## config.mk

```make
export PLATFORM = sky130hd
export DESIGN_NAME = fft_bf_scheduler
export DESIGN_NICKNAME = d
export VERILOG_FILES = /design/src/rtl/fft_pkg.sv /design/src/rtl/fft_bf_addr_gen.sv /design/src/rtl/fft_bf_scheduler.sv
export SDC_FILE = /design/constraint.sdc
export NUM_CORES = 1
export LEC_CHECK = 0
export CORE_MARGIN = 8
export CORE_UTILIZATION = 50
export CTS_CLUSTER_SIZE = 28
export DETAILED_ROUTE_END_ITERATION = 7
export GPL_ROUTABILITY_DRIVEN = 0
export GPL_TIMING_DRIVEN = 0
export PLACE_DENSITY = 0.83
export REMOVE_ABC_BUFFERS = 1
export SLEW_MARGIN = 20
export SYNTH_ARGS = -nofsm -noshare
export SYNTH_HDL_FRONTEND = slang
export SYNTH_SLANG_ARGS = --single-unit
```

## constraint.sdc

```tcl
create_clock -name clk_i -period 3.71 [get_ports clk_i]
set_input_delay 0.742 -clock clk_i [delete_from_list [all_inputs] [get_ports clk_i]]
set_output_delay 0.742 -clock clk_i [all_outputs]
set_load 0.02 [all_outputs]
```

## src/rtl/fft_pkg.sv

```systemverilog
// -----------------------------------------------------------------------------
// fft_pkg
// Shared definitions for the radix-2 DIT FFT datapath and its scheduler:
//   - fixed_point       : complex sample, 23-bit real / imaginary parts
//   - Q15_SHIFT         : fraction shift applied after Q15 twiddle multiplies
//   - fft_sched_state_t : butterfly scheduler FSM states
//   - tw_rom_depth()    : twiddle ROM entry count for an N-point transform
// -----------------------------------------------------------------------------
package fft_pkg;

  localparam int unsigned FIXED_W   = 23;
  localparam int unsigned Q15_SHIFT = 15;

  typedef struct packed {
    logic signed [FIXED_W-1:0] real_bits;
    logic signed [FIXED_W-1:0] imaginary_bits;
  } fixed_point;

  typedef enum logic [1:0] {
    ST_IDLE  = 2'd0,
    ST_ISSUE = 2'd1,
    ST_DRAIN = 2'd2,
    ST_DONE  = 2'd3
  } fft_sched_state_t;

  // A radix-2 transform only ever needs the first half of the unit circle.
  function automatic int unsigned tw_rom_depth(input int unsigned n);
    return n / 2;
  endfunction

endpackage

```

## src/rtl/fft_bf_addr_gen.sv

```systemverilog
// -----------------------------------------------------------------------------
// fft_bf_addr_gen
// Combinational butterfly address generator for an in-place radix-2 DIT FFT.
// Ports:
//   s_i        stage index, 0..LOG2N-1
//   b_i        butterfly index within the stage, 0..N/2-1
//   addr_a_o   upper operand address
//   addr_b_o   lower operand address (addr_a_o + 2^s)
//   tw_idx_o   twiddle ROM index
// -----------------------------------------------------------------------------
module fft_bf_addr_gen
  import fft_pkg::*;
#(
  parameter  int unsigned N     = 8,
  localparam int unsigned LOG2N = $clog2(N),
  localparam int unsigned SW    = (LOG2N > 1) ? $clog2(LOG2N) : 1,
  localparam int unsigned TW_W  = $clog2(tw_rom_depth(N))
) (
  input  logic [SW-1:0]    s_i,
  input  logic [LOG2N-2:0] b_i,
  output logic [LOG2N-1:0] addr_a_o,
  output logic [LOG2N-1:0] addr_b_o,
  output logic [TW_W-1:0]  tw_idx_o
);

  localparam logic [LOG2N-1:0] ONE = LOG2N'(1);

  logic [LOG2N-1:0] b_ext_s;
  logic [LOG2N-1:0] half_s;
  logic [LOG2N-1:0] pos_s;
  logic [LOG2N-1:0] grp_s;
  logic [LOG2N-1:0] base_s;

  // Split b into group/position and map onto the in-place memory layout.
  always_comb begin
    b_ext_s  = {1'b0, b_i};
    half_s   = ONE << s_i;
    pos_s    = b_ext_s & (half_s - ONE);
    grp_s    = b_ext_s >> s_i;
    // Two shifts instead of << (s+1) so the shift amount never wraps in SW bits.
    base_s   = (grp_s << s_i) << 1'b1;
    addr_a_o = base_s + pos_s;
    addr_b_o = base_s + pos_s + half_s;
    // pos < 2^s, so the shifted value always fits in TW_W bits.
    tw_idx_o = TW_W'(pos_s << (TW_W - s_i));
  end

endmodule

```

## src/rtl/fft_bf_scheduler.sv

```systemverilog
// -----------------------------------------------------------------------------
// fft_bf_scheduler
// Sequencer for an in-place radix-2 DIT FFT butterfly datapath. Walks all
// stages, issuing one butterfly per unstalled cycle, then replays each issue's
// addresses BF_LAT cycles later as the write-back.
// Ports:
//   clk_i, rst_i            clock, synchronous active-high reset
//   start_i                 one-cycle request, honoured only when idle
//   stall_i                 holds issue (read port busy); write-back keeps moving
//   rd_en_o                 butterfly issued this cycle
//   rd_addr_a_o/_b_o        operand read addresses
//   tw_idx_o                twiddle ROM index aligned with rd_en_o
//   wr_en_o                 write-back of both butterfly outputs
//   wr_addr_a_o/_b_o        write-back addresses
//   busy_o                  transform in progress
//   done_o                  one-cycle completion pulse
// -----------------------------------------------------------------------------
module fft_bf_scheduler
  import fft_pkg::*;
#(
  parameter  int unsigned N      = 8,
  parameter  int unsigned BF_LAT = 2,
  localparam int unsigned LOG2N  = $clog2(N),
  localparam int unsigned SW     = (LOG2N > 1) ? $clog2(LOG2N) : 1,
  localparam int unsigned TW_W   = $clog2(tw_rom_depth(N))
) (
  input  logic             clk_i,
  input  logic             rst_i,
  input  logic             start_i,
  input  logic             stall_i,
  output logic             rd_en_o,
  output logic [LOG2N-1:0] rd_addr_a_o,
  output logic [LOG2N-1:0] rd_addr_b_o,
  output logic [TW_W-1:0]  tw_idx_o,
  output logic             wr_en_o,
  output logic [LOG2N-1:0] wr_addr_a_o,
  output logic [LOG2N-1:0] wr_addr_b_o,
  output logic             busy_o,
  output logic             done_o
);

  localparam logic [SW-1:0]    S_LAST = SW'(LOG2N - 1);
  localparam logic [LOG2N-2:0] B_LAST = (LOG2N-1)'(N / 2 - 1);

  fft_sched_state_t state_q, state_d;
  logic [SW-1:0]    s_q, s_d;
  logic [LOG2N-2:0] b_q, b_d;

  logic [LOG2N-1:0] gen_a_s, gen_b_s;
  logic [TW_W-1:0]  gen_tw_s;
  logic [LOG2N-1:0] rd_a_q, rd_b_q;
  logic [TW_W-1:0]  tw_q;
  logic             busy_q, done_q;

  logic             pv_q [BF_LAT];
  logic [LOG2N-1:0] pa_q [BF_LAT];
  logic [LOG2N-1:0] pb_q [BF_LAT];
  logic             pending_s;
  logic             last_wr_s;

  // Addresses are computed for the next (s, b) so they can be registered.
  fft_bf_addr_gen #(.N(N)) u_addr_gen (
    .s_i      (s_d),
    .b_i      (b_d),
    .addr_a_o (gen_a_s),
    .addr_b_o (gen_b_s),
    .tw_idx_o (gen_tw_s)
  );

  // Stall gates issue within the same cycle; addresses simply hold.
  assign rd_en_o     = (state_q == ST_ISSUE) && !stall_i;
  assign rd_addr_a_o = rd_a_q;
  assign rd_addr_b_o = rd_b_q;
  assign tw_idx_o    = tw_q;
  assign wr_en_o     = pv_q[BF_LAT-1];
  assign wr_addr_a_o = pa_q[BF_LAT-1];
  assign wr_addr_b_o = pb_q[BF_LAT-1];
  assign busy_o      = busy_q;
  assign done_o      = done_q;

  // Any write still in flight behind the output stage of the delay line.
  always_comb begin
    pending_s = 1'b0;
    for (int i = 0; i < int'(BF_LAT) - 1; i++) begin
      pending_s = pending_s | pv_q[i];
    end
    last_wr_s = wr_en_o && !pending_s;
  end

  // Next-state and counter logic for the issue/drain sequencer.
  always_comb begin
    state_d = state_q;
    s_d     = s_q;
    b_d     = b_q;
    case (state_q)
      ST_IDLE: begin
        if (start_i) begin
          state_d = ST_ISSUE;
          s_d     = '0;
          b_d     = '0;
        end else begin
          state_d = ST_IDLE;
        end
      end
      ST_ISSUE: begin
        if (stall_i) begin
          state_d = ST_ISSUE;
        end else if (b_q == B_LAST) begin
          state_d = ST_DRAIN;
        end else begin
          b_d = b_q + 1'b1;
        end
      end
      ST_DRAIN: begin
        // Next stage may only read once every write of this stage has retired.
        if (!last_wr_s) begin
          state_d = ST_DRAIN;
        end else if (s_q == S_LAST) begin
          state_d = ST_DONE;
        end else begin
          state_d = ST_ISSUE;
          s_d     = s_q + 1'b1;
          b_d     = '0;
        end
      end
      ST_DONE: begin
        state_d = ST_IDLE;
        s_d     = '0;
        b_d     = '0;
      end
      default: begin
        state_d = ST_IDLE;
        s_d     = '0;
        b_d     = '0;
      end
    endcase
  end

  // FSM state, counters and registered issue-side outputs.
  always_ff @(posedge clk_i) begin
    if (rst_i) begin
      state_q <= ST_IDLE;
      s_q     <= '0;
      b_q     <= '0;
      rd_a_q  <= '0;
      rd_b_q  <= '0;
      tw_q    <= '0;
      busy_q  <= 1'b0;
      done_q  <= 1'b0;
    end else begin
      state_q <= state_d;
      s_q     <= s_d;
      b_q     <= b_d;
      if (state_d == ST_ISSUE) begin
        rd_a_q <= gen_a_s;
        rd_b_q <= gen_b_s;
        tw_q   <= gen_tw_s;
      end else begin
        rd_a_q <= '0;
        rd_b_q <= '0;
        tw_q   <= '0;
      end
      busy_q <= (state_d == ST_ISSUE) || (state_d == ST_DRAIN);
      done_q <= (state_d == ST_DONE);
    end
  end

  // Write-back delay line; always advances, reset drops in-flight writes.
  always_ff @(posedge clk_i) begin
    if (rst_i) begin
      for (int i = 0; i < int'(BF_LAT); i++) begin
        pv_q[i] <= 1'b0;
        pa_q[i] <= '0;
        pb_q[i] <= '0;
      end
    end else begin
      pv_q[0] <= rd_en_o;
      pa_q[0] <= rd_en_o ? rd_addr_a_o : '0;
      pb_q[0] <= rd_en_o ? rd_addr_b_o : '0;
      for (int i = 1; i < int'(BF_LAT); i++) begin
        pv_q[i] <= pv_q[i-1];
        pa_q[i] <= pa_q[i-1];
        pb_q[i] <= pb_q[i-1];
      end
    end
  end

endmodule
```

; ---- Word level (Yosys, flattened, before mapping)
; Memories as Yosys holds them, arrays and structs flattened.
; Index checks and enable logic that the tools add are counted.
[classes]
n_addsub = 6
n_mul = 0
div_mod_pow = 0
order_cmp = 0
n_eq_ne = 8
shifts = 4
muxes = 27
n_bitwise = 8
reduce_logical = 7
[ops]
columns = operator, n
row1 = 3-bit by 32-bit left shift with 2-bit output, 1
row2 = 2-bit two-way mux, 12
row3 = 3-bit two-way mux, 6
row4 = 2-bit case mux with 4 select lines, 2
row5 = 2-bit equality test (second input constant), 6
row6 = 3-bit adder, 2
row7 = 1-bit two-way mux, 6
row8 = 1-bit bitwise OR, 6
row9 = 2-bit case mux with 3 select lines, 1
row10 = 2-bit by 1-bit adder with 2-bit output (second input constant), 2
row11 = 2-bit by 1-bit equality test with 1-bit output (second input constant), 2
row12 = 2-bit by 3-bit AND with 3-bit output, 1
row13 = 1-bit by 2-bit left shift with 3-bit output (first input constant), 1
row14 = 3-bit by 2-bit left shift with 2-bit output, 1
row15 = 2-bit by 2-bit right shift with 3-bit output, 1
row16 = 2-bit by 2-bit subtractor with 3-bit output (first input constant), 1
row17 = 3-bit by 1-bit subtractor with 3-bit output (second input constant), 1
row18 = 1-bit logical AND, 2
row19 = 1-bit zero test, 2
row20 = 2-bit zero test, 1
row21 = 2-bit OR reduction, 1
row22 = 1-bit logical OR, 1
row23 = 1-bit NOT, 1
[totals]
ff_bits = 16
latch_bits = 0
mem_bits_rw = 14
romBits = 0
output_inout_bits = 18
wordCells = 71
mem_count = 3
[memory_table]
columns = memory, depth, width, rd, rd_ports_with_merged_regs, write_ports, line_no
row1 = pa_q, 2, 3, 2, 0, 2, fft_bf_scheduler.sv:56  ; logic [LOG2N-1:0] pa_q [BF_LAT];
row2 = pb_q, 2, 3, 2, 0, 2, fft_bf_scheduler.sv:57  ; logic [LOG2N-1:0] pb_q [BF_LAT];
row3 = pv_q, 2, 1, 2, 0, 2, fft_bf_scheduler.sv:55  ; logic pv_q [BF_LAT];

; ---- Longest topological paths before layout
; An unclocked memory read counts as a cell.
[logic_depth]
depth_word = 10
mapped_depth = 15
depth_no_buf = 15

; ---- Cells and area by module
; A second synthesis with hierarchy kept.
[hier_totals]
cells_unflattened = 126
hier_area_um2 = 1337.5
[by_module_without_submodules]
columns = module, instances, cells_each, area_per_inst_um2
row1 = fft_bf_scheduler, 1, 104, 1119.8
row2 = fft_bf_addr_gen, 1, 22, 217.7

; ---- Least setup slack after synthesis
; No wires, ideal clock.
[synth_timing]
path_kind = in2reg
startpoint = input port start_i
endpoint = register rd_b_q[2] (netlist: rd_addr_b_o[2])
arrival_ns = 2.819
t_required_ns = 3.589
slack_ns = 0.770
cell_stages = 12
cell_sequence = a21oi_1 > o2bb2ai_1 > inv_1 > ha_1 > nand2_1 > a21oi_1 > ha_1 > inv_1 > fa_1 > xnor2_1 > xnor3_1 > nor2b_1
[synth_between]
elab_chain_len = 7
word_cells_on_any_way = 16
classes_between = add/sub: 3 / eq/ne: 1 / shift: 3 / mux: 6 / bitwise: 2 / reduce/logical: 1
[synth_rtl]
columns = item, line_no
row1 = start: declaration, fft_bf_scheduler.sv:29  ; input logic start_i,
row2 = 2-bit two-way mux *, fft_bf_scheduler.sv:97  ; if (start_i) begin
row3 = 2-bit case mux with 3 select lines *, fft_bf_scheduler.sv:95  ; case (state_q)
row4 = net s_d[0], fft_bf_scheduler.sv:46  ; logic [SW-1:0] s_q, s_d;
row5 = 1-bit by 2-bit left shift with 3-bit output, fft_bf_addr_gen.sv:37  ; half_s = ONE << s_i;
row6 = 3-bit by 1-bit subtractor with 3-bit output, fft_bf_addr_gen.sv:38  ; pos_s = b_ext_s & (half_s - ONE);
row7 = 2-bit by 3-bit AND with 3-bit output, fft_bf_addr_gen.sv:38
row8 = 3-bit adder *, -
row9 = net gen_a_s[1], fft_bf_scheduler.sv:49  ; logic [LOG2N-1:0] gen_a_s, gen_b_s;
row10 = 3-bit adder *, fft_bf_addr_gen.sv:43  ; addr_b_o = base_s + pos_s + half_s;
row11 = end signal: assignment, fft_bf_scheduler.sv:156  ; rd_b_q <= gen_b_s;
row12 = end: declaration, fft_bf_scheduler.sv:51  ; logic [LOG2N-1:0] rd_a_q, rd_b_q;
; The timed path passes the listed nets; every way through them passes the cells marked *.
; A chain may end at the register's enable or synchronous reset.

; ---- Final worst setup path
; Same ends and word-level chain as after synthesis.

==> results.json <==
{
  "status": "finished clean",
  "syn_to_final_growth_pct": 23.48,
  "worstMarginPinSlew_ns": 0.5903,
  "avgSynthCellArea_sq_um": 9.924,
  "portBuffers": 21,
  "hold_class": "reg -> reg",
  "hold_viol_final": 0,
  "worstSkewPairLatency_ns": 0.33,
  "die_x_um": 66.99,
  "clk_pin_slew_ns": 0.10,
  "synth_edf_count": 0,
  "syn_inst": 131,
  "seq_power_share_pct": 45.9,
  "reg2reg_depth": 13,
  "first_iter_violations": 11,
  "viasPerCell": 5.022,
  "arrival_ns": 3.61,
  "cp-startpoint": "start_i",
  "r2r_slack_ns": 0.51,
  "cap_violations": 0,
  "min_path_cells": 1,
  "hold_buffers": 0,
  "crit_top_cell": "inv_1",
  "async_reset_ff_share_pct": 0,
  "nets": 165,
  "grt_pass1_wl_um": 3981,
  "critical_path.max_stage_delay_ns": 0.46,
  "grt_max_degree": 18,
  "n_antenna_cell": 0,
  "final_area_sq_um": 1605,
  "htree_levels": 2,
  "post-route-period-util_pct": 91.13,
  "vdd_drop_max_v": 0.0003007,
  "dp_hpwl_um": 1801,
  "swShare_pct": 20.19,
  "die_y_um": 66.99,
  "cp.required_ns": 3.94,
  "drtAntennaViolNets": 0,
  "dieArea_sq_um": 4488,
  "comb_power_share_pct": 6.8,
  "finalWorstSetupSlack_ns": 0.3292,
  "synthDistinctLibCells": 35,
  "antenna_found_initial": 0,
  "worstSetupPathType": "in -> reg",
  "cts_resized": 0,
  "endpoint_kind": "flip-flop",
  "ys_seq_elements": 30,
  "hold_slack_ns": 0.4466,
  "grt_pass1_vias": 955,
  "tritoncts": "yes",
  "setup_tns_ns": 0,
  "p_int_uw": 578.5,
  "power_density_nw_per_um2": 451.5,
  "cp_max_fo": 7,
  "layout_common_cells": "dfxtp_1 (30), clkdlybuf4s50_1 (21), nor2_1 (13), nor2b_1 (12), inv_1 (10)",
  "cts_root_buffer": "clkbuf_4",
  "initial_core_util_pct": 52.47,
  "dpl_worst_slack_ns": -0.006411,
  "ios": 22,
  "overflow": 0,
  "grt_usage_pct": 12.19,
  "post_dp_cell_area_sq_um": 1494,
  "power.share.clock_pct": 47.3,
  "vias": 914,
  "drt_pass1_iterations": 4,
  "nFillCells": 204,
  "cts_buffers": 5,
  "r2r-start": "state_q[1]",
  "core_area_sq_um": 2477,
  "reg2reg_to": "rd_addr_b_o[2]",
  "period_minus_slack_ns": 3.381,
  "ys.flop_type": "dfxtp_1",
  "max_clock_freq_mhz": 295.8,
  "layout_commonest_cell": "dfxtp_1",
  "endpoint": "rd_addr_b_o[2]",
  "slowest_stage": "clkdlybuf4s50_1",
  "finalSetupViolCount": 0,
  "num_rows": 18,
  "skew_ns": 0.01064,
  "cts_sinks": 30,
  "p_sw_uw": 146.3,
  "max-clock-path-buffers": 2,
  "p_total_uw": 724.8,
  "drcViolationCount": 0,
  "drive_gt1_share_pct": 8.553,
  "synth_area_sq_um": 1300,
  "drt_wl_total_um": 2405,
  "p_leak_nw": 0.6718,
  "cp_cell_sequence": "clkdlybuf4s50_1 > a21oi_1 > o2bb2ai_1 > inv_1 > ha_1 > inv_1 > nand2_1 > a21oi_1 > ha_1 > inv_1 > fa_1 > xnor2_1 > xnor3_1 > nor2b_1",
  "post_cts_buffers": 0,
  "drv_slew": 0,
  "cp-start-kind": "primary input",
  "slew_headroom_pct": 60.53,
  "rsz0062_at_grt": "no",
  "yosysWarnings": 0,
  "seq_area_frac_synth_pct": 46.20,
  "wl_per_cell_um": 13.21
}
## per-stage QoR
step	std cells	utilization, %
floorplan	123	-
global placement	174	60.30
detailed placement	174	60.30
CTS	182	64.80
global route	182	64.80
finish	182	64.80
## power groups by stage
stage / sequential (mW) / combinational (mW) / clock [mW]
2_1_floorplan: 0.344 / 0.0227 / 0
3_3_place_gp: 0.340 / 0.0475 / 0
3_5_place_dp: 0.340 / 0.0492 / 0
4_1_cts: 0.333 / 0.0496 / 0.350
5_1_grt: 0.334 / 0.0539 / 0.370
6_report: 0.333 / 0.0490 / 0.343
## registers in the layout (all words and copies together) (netlist names)
register     cells
pa_q             6
pb_q             6
rd_addr_a_o      3
rd_addr_b_o      3
b_q              2
pv_q             2
s_q              2
state_q          2
tw_idx_o         2
busy_o           1
done_o           1
## critical path: cells and delay by family
family | cells | cell delay (ns)
adders and majority gates | 3 | 0.80
AOI/OAI and AO/OA | 3 | 0.61
buffers and inverters | 4 | 0.78
and+or+nand+nor | 2 | 0.22
xor gates and xnor gates | 2 | 0.45
## synthesized netlist by cell type, drive strengths merged, types with 3 or more instances
cell type / count / area (sq um)
dfxtp: 30 / 600.6
nor2: 13 / 48.80
nor2b: 12 / 75.07
inv: 11 / 41.29
ha: 9 / 112.6
buf: 7 / 50.04
and2: 6 / 37.54
a21oi: 5 / 25.02
nand2: 4 / 15.01
a31oi: 3 / 18.77
mux2i: 3 / 30.03
nand2b: 3 / 26.27
nor3: 3 / 20.02
## area by class of cell
cell class	count	area [sq um]	share of cell area, %
multi-input combinational	82	604.3	37.65
sequential	30	600.6	37.41
timing repair buffer	21	210.2	13.09
clock inverter	2	60.06	3.741
clock buffer	6	51.30	3.196
inverter	11	41.29	2.572
tap	30	37.54	2.338
## cell families (layout without fill, tap and decap cells)
logic type               count (synthesis)  count (layout)  synth area share (%)
XOR/XNOR                                 3               3                 3.080
multiplexers                             3               3                 2.310
AND/OR/NAND/NOR                         46              46                 20.02
AO/OA/AOI/OAI                           19              19                 10.59
adder cells (fa/ha/maj)                 10              10                 10.20
other                                    1               1                0.2885
buffers and inverters                   19              40                 7.314
flip-flops                              30              30                 46.20
## worst min-delay path by stage
stage	from	to	slack, ns
after floorplan	pa_q[0][0]	pa_q[0][3]	0.41
after global placement	pb_q[0][0]	pb_q[0][3]	0.42
after detailed placement	pa_q[0][2]	pa_q[0][5]	0.43
after CTS	pa_q[0][2]	pa_q[0][5]	0.45
after global routing	pa_q[0][2]	pa_q[0][5]	0.46
final	pb_q[0][0]	pb_q[0][3]	0.45
## per-layer routing
metal | vias to the layer above | part of all wire [%] | wire length (um) | track usage [%]
met5 | - | 0 | 0 | 0
met4 | 0 | 4.0 | 95 | 11.75
met3 | 8 | 6.7 | 160 | 4.027
met2 | 24 | 50 | 1199 | 20.43
met1 | 421 | 39 | 949 | 11.32
li1 | 461 | - | - | -
No activity file was read; power rests on OpenSTA's default activity.
